File: config.mk
export PLATFORM = sky130hd
export DESIGN_NAME = inst_fetch_queue
export DESIGN_NICKNAME = d
export VERILOG_FILES = /design/src/rtl/inst_fetch_queue.sv
export SDC_FILE = /design/constraint.sdc
export NUM_CORES = 1
export LEC_CHECK = 0
export ABC_AREA = 0
export ABC_CLOCK_PERIOD_IN_PS = 11700
export CAP_MARGIN = 15
export CORE_UTILIZATION = 60
export CTS_CLUSTER_SIZE = 10
export DETAILED_ROUTE_END_ITERATION = 10
export PLACE_DENSITY = 0.79
export SLEW_MARGIN = 25
export SYNTH_ARGS = -nofsm -noshare
export SYNTH_HDL_FRONTEND = slang
export SYNTH_SLANG_ARGS = --single-unit
File: constraint.sdc
create_clock -name clk -period 11.7 [get_ports clk]
set_input_delay 2.34 -clock clk [delete_from_list [all_inputs] [get_ports clk]]
set_output_delay 2.34 -clock clk [all_outputs]
set_load 0.005 [all_outputs]
File: src/rtl/inst_fetch_queue.sv
// inst_fetch_queue: circular instruction FIFO between fetch and decode.
// Words are buffered with their PC and handed to the decoder one per cycle
// over a valid/ready handshake. A flush empties the queue in one cycle.
// Optional feature macro: FQ_BYPASS_EN. When it is defined, an empty queue
// forwards the incoming fetch word straight to the decoder in the same
// cycle, and only stores it if the decoder is not ready to take it.

module inst_fetch_queue #(
    parameter int          DEPTH    = 8,
    parameter int          PTR_W    = 3,
    parameter logic [31:0] NOP_INST = 32'h00000013
) (
    input  logic             clk,
    input  logic             reset,
    input  logic             flush,
    input  logic             push_valid,
    output logic             push_ready,
    input  logic [31:0]      push_inst,
    input  logic [31:0]      push_pc,
    output logic             pop_valid,
    input  logic             pop_ready,
    output logic [31:0]      pop_inst,
    output logic [31:0]      pop_pc,
    output logic [PTR_W:0]   count
);

    localparam logic [PTR_W:0]   CNT_FULL = (PTR_W + 1)'(DEPTH);
    localparam logic [PTR_W:0]   CNT_ONE  = (PTR_W + 1)'(1);
    localparam logic [PTR_W-1:0] PTR_ONE  = PTR_W'(1);

    // Each entry holds {inst, pc}; storage is deliberately not reset.
    logic [63:0]      mem [DEPTH];
    logic [PTR_W-1:0] wr_ptr;
    logic [PTR_W-1:0] rd_ptr;
    logic [PTR_W:0]   cnt;

    logic             not_empty;
    logic             bypass;
    logic             bypass_take;
    logic             store_push;
    logic             store_pop;
    logic [63:0]      head_entry;

    assign not_empty  = (cnt != '0);
    assign push_ready = (cnt != CNT_FULL);
    assign count      = cnt;
    assign head_entry = mem[rd_ptr];

`ifdef FQ_BYPASS_EN
    assign bypass      = (cnt == '0) && push_valid && !flush;
    assign bypass_take = bypass && pop_ready;
`else
    assign bypass      = 1'b0;
    assign bypass_take = 1'b0;
`endif

    // Handshake fires: a word consumed through the bypass never touches storage.
    always_comb begin
        store_push = push_valid && push_ready && !flush && !bypass_take;
        store_pop  = not_empty && pop_ready && !flush;
    end

    // Decoder-facing outputs: head entry, bypassed fetch word, or a NOP when idle.
    always_comb begin
        pop_valid = not_empty;
        pop_inst  = NOP_INST;
        pop_pc    = '0;
        if (not_empty) begin
            pop_inst = head_entry[63:32];
            pop_pc   = head_entry[31:0];
        end else if (bypass) begin
            pop_valid = 1'b1;
            pop_inst  = push_inst;
            pop_pc    = push_pc;
        end
    end

    // Write the incoming word at the tail when a push is stored.
    always_ff @(posedge clk) begin
        if (!reset && store_push) begin
            mem[wr_ptr] <= {push_inst, push_pc};
        end
    end

    // Pointer and occupancy update; reset wins over flush, flush over traffic.
    always_ff @(posedge clk) begin
        if (reset || flush) begin
            wr_ptr <= '0;
            rd_ptr <= '0;
            cnt    <= '0;
        end else begin
            if (store_push) begin
                wr_ptr <= wr_ptr + PTR_ONE;
            end
            if (store_pop) begin
                rd_ptr <= rd_ptr + PTR_ONE;
            end
            case ({store_push, store_pop})
                2'b10:   cnt <= cnt + CNT_ONE;
                2'b01:   cnt <= cnt - CNT_ONE;
                default: cnt <= cnt;
            endcase
        end
    end

endmodule

==> results.md <==
- Worst Hold Class: register to register
- CTS Sinks: 525
- CP max FO: 45
- TritonCTS clock tree: built
- Layout Skew: 0.01606 ns
- Power Dens Cells: 158.0 nW/um^2
- Met1 Resource Use GR: 0.3166
- Gr ovfl total: 0
- Endpoints failing hold: 0
- Most Crowded Layer GR: met2
- Final slew viol count: 0
- Nets: 1130
- Kind of end point of the critical path: primary output
- Total core area: 32780 um^2
- Root Buffer: clkbuf_16
- Worst-Margin Slew: 0.9648 ns
- # rows: 66
- Post-synthesis sequential area ratio: 0.7764
- Worst hold margin: 0.4983 ns
- WL per Instance: 25.11 um
- Hold buffers post-CTS: 0
- Clk buf depth: 3
- CP top delay family: buffers and inverters
- Initial antenna violation count: 3
- Synth unique cells: 34
- Outcome: completed
- Worst path cell trace: buf_4, mux4_2, mux2i_1, nor2_1, clkdlybuf4s50_1
- RSZ-0062 raised after global routing: false
- TritonCTS Buffers: 58
- Met2 Use GR: 0.3878
- Worst Setup Path Type: register to primary output
- Period utilization: 0.5129
- Post-synth EDFFs: 512
- Critical path arrival: 3.66 ns
- Final Wtd Congestion: 0.7624
- Buf/Inv on CP: 2
- Netlist Area Pre-Place: 20140 um^2
- Design Area, Final: 23500 um^2
- DRT iter0 DRCs: 783
- Crit path launch type: register
- Initial Utilization: 0.6143
- Post-route ant nets: 0
- Layout Area Growth over Synthesis: 16.71%
- Synthesis-stage register bit count: 525
- Number of global-route vias before repair: 9716
- Synth Area per Inst: 22.65 um^2
- Post-Route WL: 38040 um
- Post-CTS resize count: 0
- Initial DRT Pass Iterations: 5
- Fmax: 0.1666 GHz
- Top cells by area, synth: edfxtp_1, mux4_2, mux2i_1
- Most numerous cell in the Yosys netlist: edfxtp_1
- Leakage dissipation: 7.068 nW
- Period minus WS final: 6.001 ns
- Share of Yosys cell area claimed by the top area cell type: 0.7635
- Layout Cells excl Fill: 1515
- Largest net degree at the start of global routing: 79
- Global Route Usage Sum: 0.2316
- Post-synth ARST share: 0
- Critical path's slowest cell: dfxtp_4
- Worst stage delay on the critical path: 0.82 ns
- Cell count after synthesis: 889
- Rel. slew slack: 0.3553
- Worst-path clk slew: 0.05 ns
- Number of max-cap violations: 0
- DRC viols: 0
- Via count: 9196
- DP Area: 21950 um^2
- Share of cells above drive strength 1: 0.2082
- Maximum vdd drop: 0.1276 mV
- Die Height: 185.2 um
- Global-route wire length before repair: 57370 um
- Die footprint: 34300 um^2
- Top_reg_cell synth: edfxtp_1
- Final setup viols: 0
- # placed instances: 1438
- WP data required: 9.36 ns
- # H-tree levels: 2
- Layout filler cell count: 1886
- Synth cell count leaders: edfxtp_1, mux4_2, nor2_1, mux2i_1, buf_6
- I/O Pins: 139
- DR vias/cell: 6.070
- Dpl hpwl: 19180 um
- Die width: 185.2 um
- Syn Nets: 963
- Cell taking the most area after synthesis: edfxtp_1
- Clk_lat worst skew: 0.58 ns
- Post-CTS setup buffers: 0
- Yosys warning count: 0
- Total negative setup slack: 0 ns
- Number of port buffers: 138
- Met3 GRT Util: 0.04463
## state kept, by name (all words and copies together) (netlist names), named ones only
signal  cells
wr_ptr      3
rd_ptr      3
mem       512
count       4
## cell families (layout without fill, tap and decap cells)
group	count (synthesis)	count (layout)	synth area share
flops	525	525	0.7764
xor+xnor	7	7	0.003044
compound gates	7	7	0.002672
mux	195	195	0.1765
other cells	0	2	0
buf+inv	46	228	0.01491
fa+ha+maj	5	5	0.003107
simple gates	104	104	0.02336
## power breakdown
| part | switching (mW) | internal (mW) |
|---|---|---|
| Sequential | 0.00462 | 2.07 |
| Clock | 0.645 | 0.883 |
| Combinational | 0.0541 | 0.0517 |
## routing by layer
metal / part of all wire / wire (um)
met1: 0.41 / 15620
met2: 0.52 / 19610
met3: 0.057 / 2157
met4: 0.017 / 636
met5: 0.00032 / 12
## layout make-up
type	count	area, um^2	area share
Inverter	1	3.754	0.0001597
Multi-Input combinational cell	318	4259	0.1812
Clock buffer	70	1496	0.06367
Sequential cell	525	15650	0.6657
Tap cell	442	553.0	0.02353
Clock inverter	5	41.29	0.001757
Timing Repair Buffer	152	1498	0.06372
Antenna cell	2	5.005	0.0002129
## metrics by stage
stage,total power [mW],util,setup WS (ns)
2_1_floorplan,2.154,-,4.136
3_3_place_gp,2.219,0.6695,6.160
3_5_place_dp,2.222,0.6696,6.116
4_1_cts,3.735,0.7165,5.537
5_1_grt,3.822,0.7168,5.336
6_report,3.712,0.7169,5.699
## cells in the final DEF, fill, tap and decap left out, types with 3 or more instances in the layout
cell type          n
mux2i_1           66
nand3_1            3
ha_1               5
clkbuf_16         58
nand2_1            9
clkdlybuf4s50_1  138
edfxtp_1         512
buf_4             11
a21oi_1            3
nor2_4             6
mux4_2           128
dfxtp_1           10
nor2_1            70
dfxtp_4            3
xor2_1             7
clkbuf_1          12
buf_6              3
## worst register-to-register path: stages, from the launching register on
cell and delay [ns]:
dfxtp_1 0.41, nor4_4 0.30, buf_4 0.73, inv_2 0.21, nand2_1 0.19, nor2_1 0.09
ha_1 0.26, xor2_1 0.17, ha_1 0.20, a21oi_1 0.16, xor2_1 0.10, or3_1 0.31
a21oi_1 0.13
## path summary, 6_finish.rpt
| path | cells after the start | slack, ns | start | to |
|---|---|---|---|---|
| hold reg to reg | 2 | 0.50 | rd_ptr[1] | register |
| setup / recovery | 5 | 5.70 | register | pop_pc[30] |
| setup reg to reg | 12 | 8.38 | count[1] | count[2] |
| hold / removal | 2 | 0.50 | rd_ptr[1] | register |
Note: power is estimated with default switching activity, not from simulation.
